File: src/rtl/vram_arbiter.sv
// vram_arbiter
// Shares a single-port, 1-cycle-latency video RAM between the display fetch
// path and the CPU bus. The display owns the RAM whenever it asks, except
// when a CPU request has been held off for MAX_WAIT cycles. Then one CPU slot
// is forced and the display is told it missed that fetch.
//
// Ports
//   clk, rst                      clock, synchronous active-high reset
//   disp_req/disp_addr            display fetch request and halfword address
//   disp_data/disp_valid/disp_miss fetch result, one cycle after the request
//   cpu_req/we/addr/wdata/be      CPU access, held until cpu_ready
//   cpu_ready/cpu_rdata           completion pulse and read data
//   mem_addr/we/be/wdata/rdata    VRAM macro interface
module vram_arbiter #(
    parameter int ADDR_W   = 16,
    parameter int MAX_WAIT = 15
) (
    input  logic              clk,
    input  logic              rst,
    input  logic              disp_req,
    input  logic [ADDR_W-1:0] disp_addr,
    output logic [15:0]       disp_data,
    output logic              disp_valid,
    output logic              disp_miss,
    input  logic              cpu_req,
    input  logic              cpu_we,
    input  logic [ADDR_W-1:0] cpu_addr,
    input  logic [15:0]       cpu_wdata,
    input  logic [1:0]        cpu_be,
    output logic              cpu_ready,
    output logic [15:0]       cpu_rdata,
    output logic [ADDR_W-1:0] mem_addr,
    output logic              mem_we,
    output logic [1:0]        mem_be,
    output logic [15:0]       mem_wdata,
    input  logic [15:0]       mem_rdata
);

    typedef enum logic [1:0] {
        G_NONE = 2'd0,
        G_DISP = 2'd1,
        G_CPU  = 2'd2
    } grant_t;

    localparam logic [7:0] MAX_WAIT_C = 8'(MAX_WAIT);

    grant_t      grant;
    grant_t      grant_q;
    logic        inflight;
    logic [7:0]  wait_cnt;
    logic        miss_q;
    logic        rd_q;
    logic [15:0] disp_hold;
    logic [15:0] rdata_hold;
    logic        cpu_elig;
    logic        force_slot;

    // Grant for the current cycle. Reset suppresses every grant, so the RAM
    // never sees a write strobe while rst is high.
    always_comb begin
        cpu_elig   = cpu_req & ~inflight;
        force_slot = cpu_elig & (wait_cnt == MAX_WAIT_C);
        grant      = G_NONE;
        if (!rst) begin
            if (force_slot || (cpu_elig && !disp_req))
                grant = G_CPU;
            else if (disp_req)
                grant = G_DISP;
        end
    end

    always_comb begin
        mem_addr  = '0;
        mem_we    = 1'b0;
        mem_be    = 2'b00;
        mem_wdata = '0;
        case (grant)
            G_DISP: begin
                mem_addr = disp_addr;
                mem_be   = 2'b11;
            end
            G_CPU: begin
                mem_addr  = cpu_addr;
                mem_we    = cpu_we;
                mem_be    = cpu_be;
                mem_wdata = cpu_wdata;
            end
            default: ;
        endcase
    end

    always_ff @(posedge clk) begin
        if (rst) begin
            grant_q    <= G_NONE;
            inflight   <= 1'b0;
            wait_cnt   <= '0;
            miss_q     <= 1'b0;
            rd_q       <= 1'b0;
            disp_hold  <= '0;
            rdata_hold <= '0;
        end else begin
            grant_q <= grant;
            miss_q  <= disp_req && (grant == G_CPU);
            rd_q    <= (grant == G_CPU) && !cpu_we;

            // inflight covers the ready cycle, which blocks a re-grant there.
            if (grant == G_CPU)
                inflight <= 1'b1;
            else if (grant_q == G_CPU)
                inflight <= 1'b0;

            if (grant == G_CPU || !cpu_req)
                wait_cnt <= '0;
            else if (cpu_elig && grant == G_DISP && wait_cnt != MAX_WAIT_C)
                wait_cnt <= wait_cnt + 8'd1;

            // The RAM output is only live in the cycle after the access, so
            // the hold registers keep the value for the following cycles.
            if (grant_q == G_DISP)
                disp_hold <= mem_rdata;
            if (grant_q == G_CPU && rd_q)
                rdata_hold <= mem_rdata;
        end
    end

    // Completions are gated by rst so an access caught by reset is abandoned.
    assign disp_valid = (grant_q == G_DISP) && !rst;
    assign disp_miss  = miss_q && !rst;
    assign cpu_ready  = (grant_q == G_CPU) && !rst;
    assign disp_data  = disp_valid ? mem_rdata : disp_hold;
    assign cpu_rdata  = (cpu_ready && rd_q) ? mem_rdata : rdata_hold;

endmodule

File: config.mk
export PLATFORM = sky130hd
export DESIGN_NAME = vram_arbiter
export DESIGN_NICKNAME = d
export VERILOG_FILES = /design/src/rtl/vram_arbiter.sv
export SDC_FILE = /design/constraint.sdc
export NUM_CORES = 1
export LEC_CHECK = 0
export CAP_MARGIN = 20
export CELL_PAD_IN_SITES_DETAIL_PLACEMENT = 1
export CELL_PAD_IN_SITES_GLOBAL_PLACEMENT = 2
export CORE_ASPECT_RATIO = 1.25
export CORE_MARGIN = 4
export CORE_UTILIZATION = 35
export CTS_CLUSTER_SIZE = 20
export DETAILED_ROUTE_END_ITERATION = 10
export DONT_BUFFER_PORTS = 1
export PLACE_DENSITY = 0.89
export SKIP_CTS_REPAIR_TIMING = 1
export SLEW_MARGIN = 25
export SYNTH_ARGS = -nofsm -noshare
export SYNTH_HDL_FRONTEND = slang
export SYNTH_SLANG_ARGS = --single-unit
File: constraint.sdc
create_clock -name clk -period 2.8 [get_ports clk]
set_input_delay 0.28 -clock clk [delete_from_list [all_inputs] [get_ports clk]]
set_output_delay 0.28 -clock clk [all_outputs]
set_load 0.1 [all_outputs]
==> results of run 1 <==
[layout make-up]
type	count	area (sq um)
multi-input cells	194	1670
clock inverters	3	68.8
clock buffers	5	68.8
fillers	716	3030
inverters	6	22.5
well taps	90	113
repair buffers	65	1140
flip-flops and latches	45	903
[metal layers]
| layer | vias to the layer above | global-route usage [%] | part of all wire [%] |
|---|---|---|---|
| li1 | 1068 | - | - |
| met1 | 1109 | 20.1 | 38 |
| met2 | 85 | 34.4 | 54 |
| met3 | 12 | 4.75 | 5.8 |
| met4 | 0 | 6.06 | 2.2 |
| met5 | - | 0 | 0 |
[flip-flops by register name, summed over array words and instances (netlist names)]
register,count
disp_hold,16
grant_q,2
miss_q,1
rdata_hold,16
inflight,1
wait_cnt,8
rd_q,1
[cell usage in the layout (no fill, tap or decap), types with 2 or more instances in the layout]
cell type	count
buf_12	52
dfxtp_1	43
mux2_2	32
a22o_1	32
nand2_1	23
and2_1	20
nand3b_1	16
buf_4	12
o21ai_4	10
a21oi_1	8
inv_1	6
o21ai_2	5
clkbuf_8	5
nand2b_1	4
mux2i_1	4
o21ai_0	4
nor3b_2	3
nor2_2	3
or4_1	3
nor2b_2	2
nor3b_4	2
a211oi_1	2
nor2_1	2
ha_1	2
bufinv_16	2
dfxtp_2	2
[power by group through the flow]
stage	logic [mW]	clock network, mW	registers [mW]
after CTS	0.474	0.607	0.664
after floorplan	0.366	0	0.676
after global routing	0.493	0.636	0.666
after detailed placement	0.473	0	0.679
final	0.476	0.588	0.664
after global placement	0.466	0	0.677
[kinds of logic (layout without fill, tap and decap cells)]
family,Yosys count,in the layout,synth area share (%)
and+or+nand+nor,87,87,21.4
AOI/OAI and AO/OA,68,68,21.1
DFF,45,45,35.4
muxes,36,36,15.7
buffers and inverters,24,79,5.01
adders and majority gates,3,3,1.47
[worst register-to-register path: cells and delay by family, from the launching register on]
family                   cells  cell delay [ps]
AND/OR/NAND/NOR              3              820
adder cells (fa/ha/maj)      2              490
flip-flops                   1              340
AO/OA/AOI/OAI                2              330
buffers and inverters        1              180
[how the worst max path moves through the flow]
stage | startpoint | end | slack [ps]
2_1_floorplan | wait_cnt[4] | mem_be[0] | 10
3_3_place_gp | wait_cnt[0] | mem_addr[15] | 300
3_5_place_dp | wait_cnt[0] | mem_addr[15] | 180
4_1_cts | wait_cnt[0] | mem_addr[15] | -140
5_1_grt | wait_cnt[0] | mem_addr[15] | 4
6_report | wait_cnt[0] | mem_addr[15] | 130
==> results.md, run 1 <==
* Status: finished, final reports clean
* Starting DRT DRC Count at 43
* Period utilization at 95.3%
* Post-synth EDFFs at 0
* Via density at 5.57
* First-pass GRT wire length at 13100 um
* Clock power share at around 34%
* Non-filler cells, final at just over 400
* TritonCTS Sinks at 45
* R2r worst-path depth at 8
* Slew Limit Fails at 0
* Worst Hold Class: input port to flop
* Net Sw Power at 0.580 mW
* Longest Clk Path Bufs at 2
* Syn nets at ~340
* Final ANT Viol Nets at 0
* Clock-pin slew of the registers on the worst-case setup and hold paths at ~90 ps
* Mapped Area at about 2500 sq um
* Final HPWL from detailed placement at 6440 um
* Final hold slack at just under 50 ps
* Reg-to-reg endpoint: inflight
* Clk Tree Root Cell: clkbuf_8
* Core Rows at 34
* Placed Area at 3820 sq um
* Vias in the first global route at about 2.5k
* DR WL/cell at between 15 and 20 um
* Power Density at ~430 nW/um^2
* Tot Pwr at 1.73 mW
* Final setup fails at 0
* Layout Nets at roughly 400
* Buf/Inv on CP at 2
* Combinational share of power at 27.5%
* Async SR Flop Fraction at 0%
* CORE AREA at ~7000 sq um
* Die width at 84.3 um
* Register area share after synthesis at between 30 and 40%
* Crit Path Max Fanout at 10
* Pre-CTS WS at 184 ps
* Seq cells post-synth at 45
* Leak pwr at about 1.5 nW
* WHS Path Cells at 1
* Worst skew pair latency at 290 ps
* Hold Startpoint: cpu_we
* Placer Congestion at about 0.75
* Internal power at ~1.1 mW
* Reg-to-Reg Start: wait_cnt[0]
* Critical Path RT at 2520 ps
* CP max-delay cell: dfxtp_2
* Unique masters post-synth at 38
* Top-count cell post-synth: dfxtp_1
* Top FF cell, synth: dfxtp_1
* Initial antenna violation count at 0
* Setup WS post-layout at about 130 ps
* Levels on crit path at 9
* TritonCTS clock tree: built
* DIE AREA at between 8000 and 9000 sq um
* Max_cap viols at 0
* Min cycle time layout at approximately 2700 ps
* CTS buffer count at 5
* DR DRC count at 0
* Critical Path Start Type: flop
* H-tree levels at 2
* Yosys top cell by area: dfxtp_1
* GR Util All Layers at between 10% and 20%
* Post-synth top area share at a little over a third
* Rel. slew slack at between 60% and 70%
* Syn Area/Cell at 9.69 sq um
* Hold Fails Final Rpt at 0
* Skew final at roughly 4.4 ps
* Final WL at roughly 8000 um
* Drt pass-1 iters at 4
* Synth cell count leaders: 45 x dfxtp_1, 32 x a22o_1, 32 x mux2_2, 24 x nand2_1, 20 x and2_1
* RSZ-0062 raised after global routing: no
* Largest net degree at the start of global routing at 34
* Flop2flop setup slack at 570 ps
* Area growth syn-to-layout at 56.6%
* Max stage delay on crit path at about 340 ps
* Worst path top cell family by delay: simple AND/OR/NAND/NOR gates
* Final core utilization at about 57%
* Synth top area cells: dfxtp_1 35%, mux2_2 14%, a22o_1 11%, and2_1 4.9%, nand3b_1 4.7%
* Critical Path End Type: output pin
* FMAX at around 370 MHz
* Share of cells above drive strength 1 at approximately 44%
* Cells after synthesis at between 200 and 300
* Worst vdd ir at 0.240 mV
* Starting Density at 36.3%
* Overflow after GRT at 0
* Placed cell count at 400
* Seq pwr share at roughly two fifths
* IO Count at approximately 140
* Worst path arrival time at around 2400 ps
* Via count at approximately 2.3k
* Port bufs at 0
* Crit path cell chain: ha_1 -> and3_4 -> a21bo_2 -> nand2_2 -> ha_4 -> buf_4 -> nand3b_1 -> o21ai_4 -> buf_12
* Switching share of power at around a third
* Least-Margin Pin Slew at ~540 ps
* Diodes inserted at 0
* Ys Warns at 0
* Die Y-Extent at just over 100 um
* Critical path class: flop to output pin
* Setup_tns at 0 ps
* Hold Path Sink: rd_q
* Post-route cell area at 3990 sq um
(Power assumes the default switching activity.)
==> run 2, diff against run 1 <==
--- a/config.mk
+++ b/config.mk
@@ -5,16 +5,16 @@
 export SDC_FILE = /design/constraint.sdc
 export NUM_CORES = 1
 export LEC_CHECK = 0
+export BUFFER_PORTS_ARGS = -buffer_cell sky130_fd_sc_hd__clkbuf_2
 export CAP_MARGIN = 20
 export CELL_PAD_IN_SITES_DETAIL_PLACEMENT = 1
 export CELL_PAD_IN_SITES_GLOBAL_PLACEMENT = 2
 export CORE_ASPECT_RATIO = 1.25
 export CORE_MARGIN = 4
-export CORE_UTILIZATION = 35
+export CORE_UTILIZATION = 25
 export CTS_CLUSTER_SIZE = 20
 export DETAILED_ROUTE_END_ITERATION = 10
-export DONT_BUFFER_PORTS = 1
-export PLACE_DENSITY = 0.89
+export PLACE_DENSITY = 0.91
 export SKIP_CTS_REPAIR_TIMING = 1
 export SLEW_MARGIN = 25
 export SYNTH_ARGS = -nofsm -noshare
==> results.md, run 2 (same netlist as run 1, synthesis figures left out) <==
* TritonCTS Sinks at 45 (unchanged)
* Worst Hold Class: input port to flop
* Worst path arrival time at 2410 ps (+20 ps)
* Drt pass-1 iters at 4 (unchanged)
* Share of cells above drive strength 1 at 55.1% (+11 points)
* Diodes inserted at 0 (unchanged)
* Crit Path Max Fanout at 18 (+8)
* Crit path from: wait_cnt[0]
* Switching share of power at 32.4% (-1.2 points)
* GR Util All Layers at 15.2% (-3.1 points)
* Via density at 4.88 (-12%)
* Max_cap viols at 0 (unchanged)
* Non-filler cells, final at 531 (+30%)
* Met2 routed WL at 5110 um (+17%)
* CP max-delay cell: dfxtp_1
* Reg-to-Reg Start: wait_cnt[0]
* Post-route cell area at 4750 sq um (+19%)
* Final setup fails at 0 (unchanged)
* Sequential Area at 901 sq um (-0.28%)
* Combinational share of power at 31.2% (+3.7 points)
* Slew Limit Fails at 0 (unchanged)
* Via count at 2590 (+14%)
* WL met1 at 3350 um (+10%)
* Critical path class: flop to output pin
* CTS buffer count at 5 (unchanged)
* Largest net degree at the start of global routing at 34 (unchanged)
* Crit path cell chain: ha_1 -> and3_4 -> a21bo_2 -> nand2_1 -> ha_2 -> buf_6 -> nand3b_1 -> o21ai_4 -> buf_12
* Most frequent cells in the layout: 72 x clkbuf_2, 69 x buf_12, 45 x dfxtp_1
* Area of the multi-input gates at 1660 sq um (-0.90%)
* First-pass GRT wire length at 14800 um (+13%)
* Vias in the first global route at 2848 (+13%)
* DIE AREA at 11900 sq um (+36%)
* Setup_tns at 0 ps (unchanged)
* Internal power at 1.33 mW (+16%)
* Final ANT Viol Nets at 0 (unchanged)
* TritonCTS clock tree: built
* Period utilization at 96.1% (+0.73 points)
* RSZ-0062 raised after global routing: no
* Hold Startpoint: cpu_we
* Critical Path Start Type: flop
* Hold Fails Final Rpt at 0 (unchanged)
* H-tree levels at 2 (unchanged)
* Placed Area at 4540 sq um (+19%)
* Max layer used: met4
* Critical Path RT at 2520 ps (about the same)
* Die width at 98.3 um (+17%)
* Area growth syn-to-layout at 86.3%
* IO Count at 141 (unchanged)
* CORE AREA at 9760 sq um (+39%)
* Top Registers: disp_hold (16), rdata_hold (16), wait_cnt (8)
* Critical Path End Type: output pin
* Met3 routed WL at 681 um (+45%)
* Placer Congestion at 0.739 (-2.1%)
* Clock-pin slew of the registers on the worst-case setup and hold paths at 60 ps (-30 ps)
* Initial antenna violation count at 0 (unchanged)
* Clk Tree Root Cell: clkbuf_16
* Die Y-Extent at 121 um (+17%)
* Final WL at 9260 um (+15%)
* DR DRC count at 0 (unchanged)
* Skew final at 4.32 ps (-0.0862 ps)
* Max stage delay on crit path at 340 ps (about the same)
* Most common cell after layout, fill and taps aside: clkbuf_2
* Worst skew pair latency at 280 ps (about the same)
* Overflow after GRT at 0 (unchanged)
* Longest Clk Path Bufs at 2 (unchanged)
* Tot Pwr at 1.96 mW (+14%)
* FMAX at 372 MHz (-0.76%)
* Min cycle time layout at 2690 ps (+20.5 ps)
* Final HPWL from detailed placement at 7420 um (+15%)
* Starting DRT DRC Count at 90 (+110%)
* Net Sw Power at 0.635 mW (+9.5%)
* Power Density at 414 nW/um^2 (-4.5%)
* Least-Margin Pin Slew at 559 ps (+21.5 ps)
* Rel. slew slack at 62.9% (-1.4 points)
* Starting Density at 26.1% (-10 points)
* Status: finished, final reports clean
* Clock power share at 35.0% (+0.9 points)
* Worst vdd ir at 0.238 mV (-0.82%)
* DR WL/cell at 17.4 um (-12%)
* Leak pwr at 1.93 nW (+30%)
* Layout Nets at 478 (+22%)
* Fillers at 1058 (+48%)
* Seq pwr share at 33.8% (-4.6 points)
* Core Rows at 40 (+18%)
* Port bufs at 140 (+140)
* Placed cell count at 523 (+31%)
-- run 2: layout make-up --
type | count | share of cell area, %
clock buffers | 6 | 2.93
well taps | 126 | 3.32
inverters | 6 | 0.475
clock inverters | 2 | 0.791
repair buffers | 152 | 38.6
flip-flops and latches | 45 | 19.0
multi-input cells | 194 | 34.9
-- run 2: per-stage QoR --
| stage | utilization (%) | setup slack (ps) | hold WS, ps |
|---|---|---|---|
| after CTS | 48.4 | 23.9 | 171 |
| after detailed placement | 46.6 | 325 | 451 |
| after global placement | 46.6 | 433 | 453 |
| final | 48.6 | 110 | 174 |
| after global routing | 48.6 | 6.51 | 179 |
| after floorplan | - | 12.1 | 350 |
-- run 2: worst paths after layout --
| check | to | slack, ps | depth (start not counted) |
|---|---|---|---|
| worst max-delay path | mem_addr[1] | 110 | 9 |
| worst max register to register | wait_cnt[5] | 480 | 8 |
| worst min register to register | disp_hold[13] | 470 | 1 |
| worst min-delay path | rd_q | 170 | 2 |
-- run 2: metal layers --
layer  vias to the layer above  track usage [%]
met5                         -                0
met4                         0             4.27
met3                        10             4.95
met2                        89             28.9
met1                      1248             15.8
li1                       1243                -
-- run 2: power groups by stage --
| stage | sequential, mW | combinational, mW | clock (mW) |
|---|---|---|---|
| after floorplan | 0.676 | 0.366 | 0 |
| final | 0.664 | 0.613 | 0.687 |
| after CTS | 0.664 | 0.614 | 0.703 |
| after global placement | 0.677 | 0.600 | 0 |
| after global routing | 0.666 | 0.640 | 0.725 |
| after detailed placement | 0.678 | 0.613 | 0 |
-- run 2: worst max-delay path: cells and delay by family (launching register included) --
kind	cells	cell delay, ps
flip-flops	1	340
adder cells (fa/ha/maj)	2	520
AND/OR/NAND/NOR	3	500
AO/OA/AOI/OAI	2	430
buffers and inverters	2	350
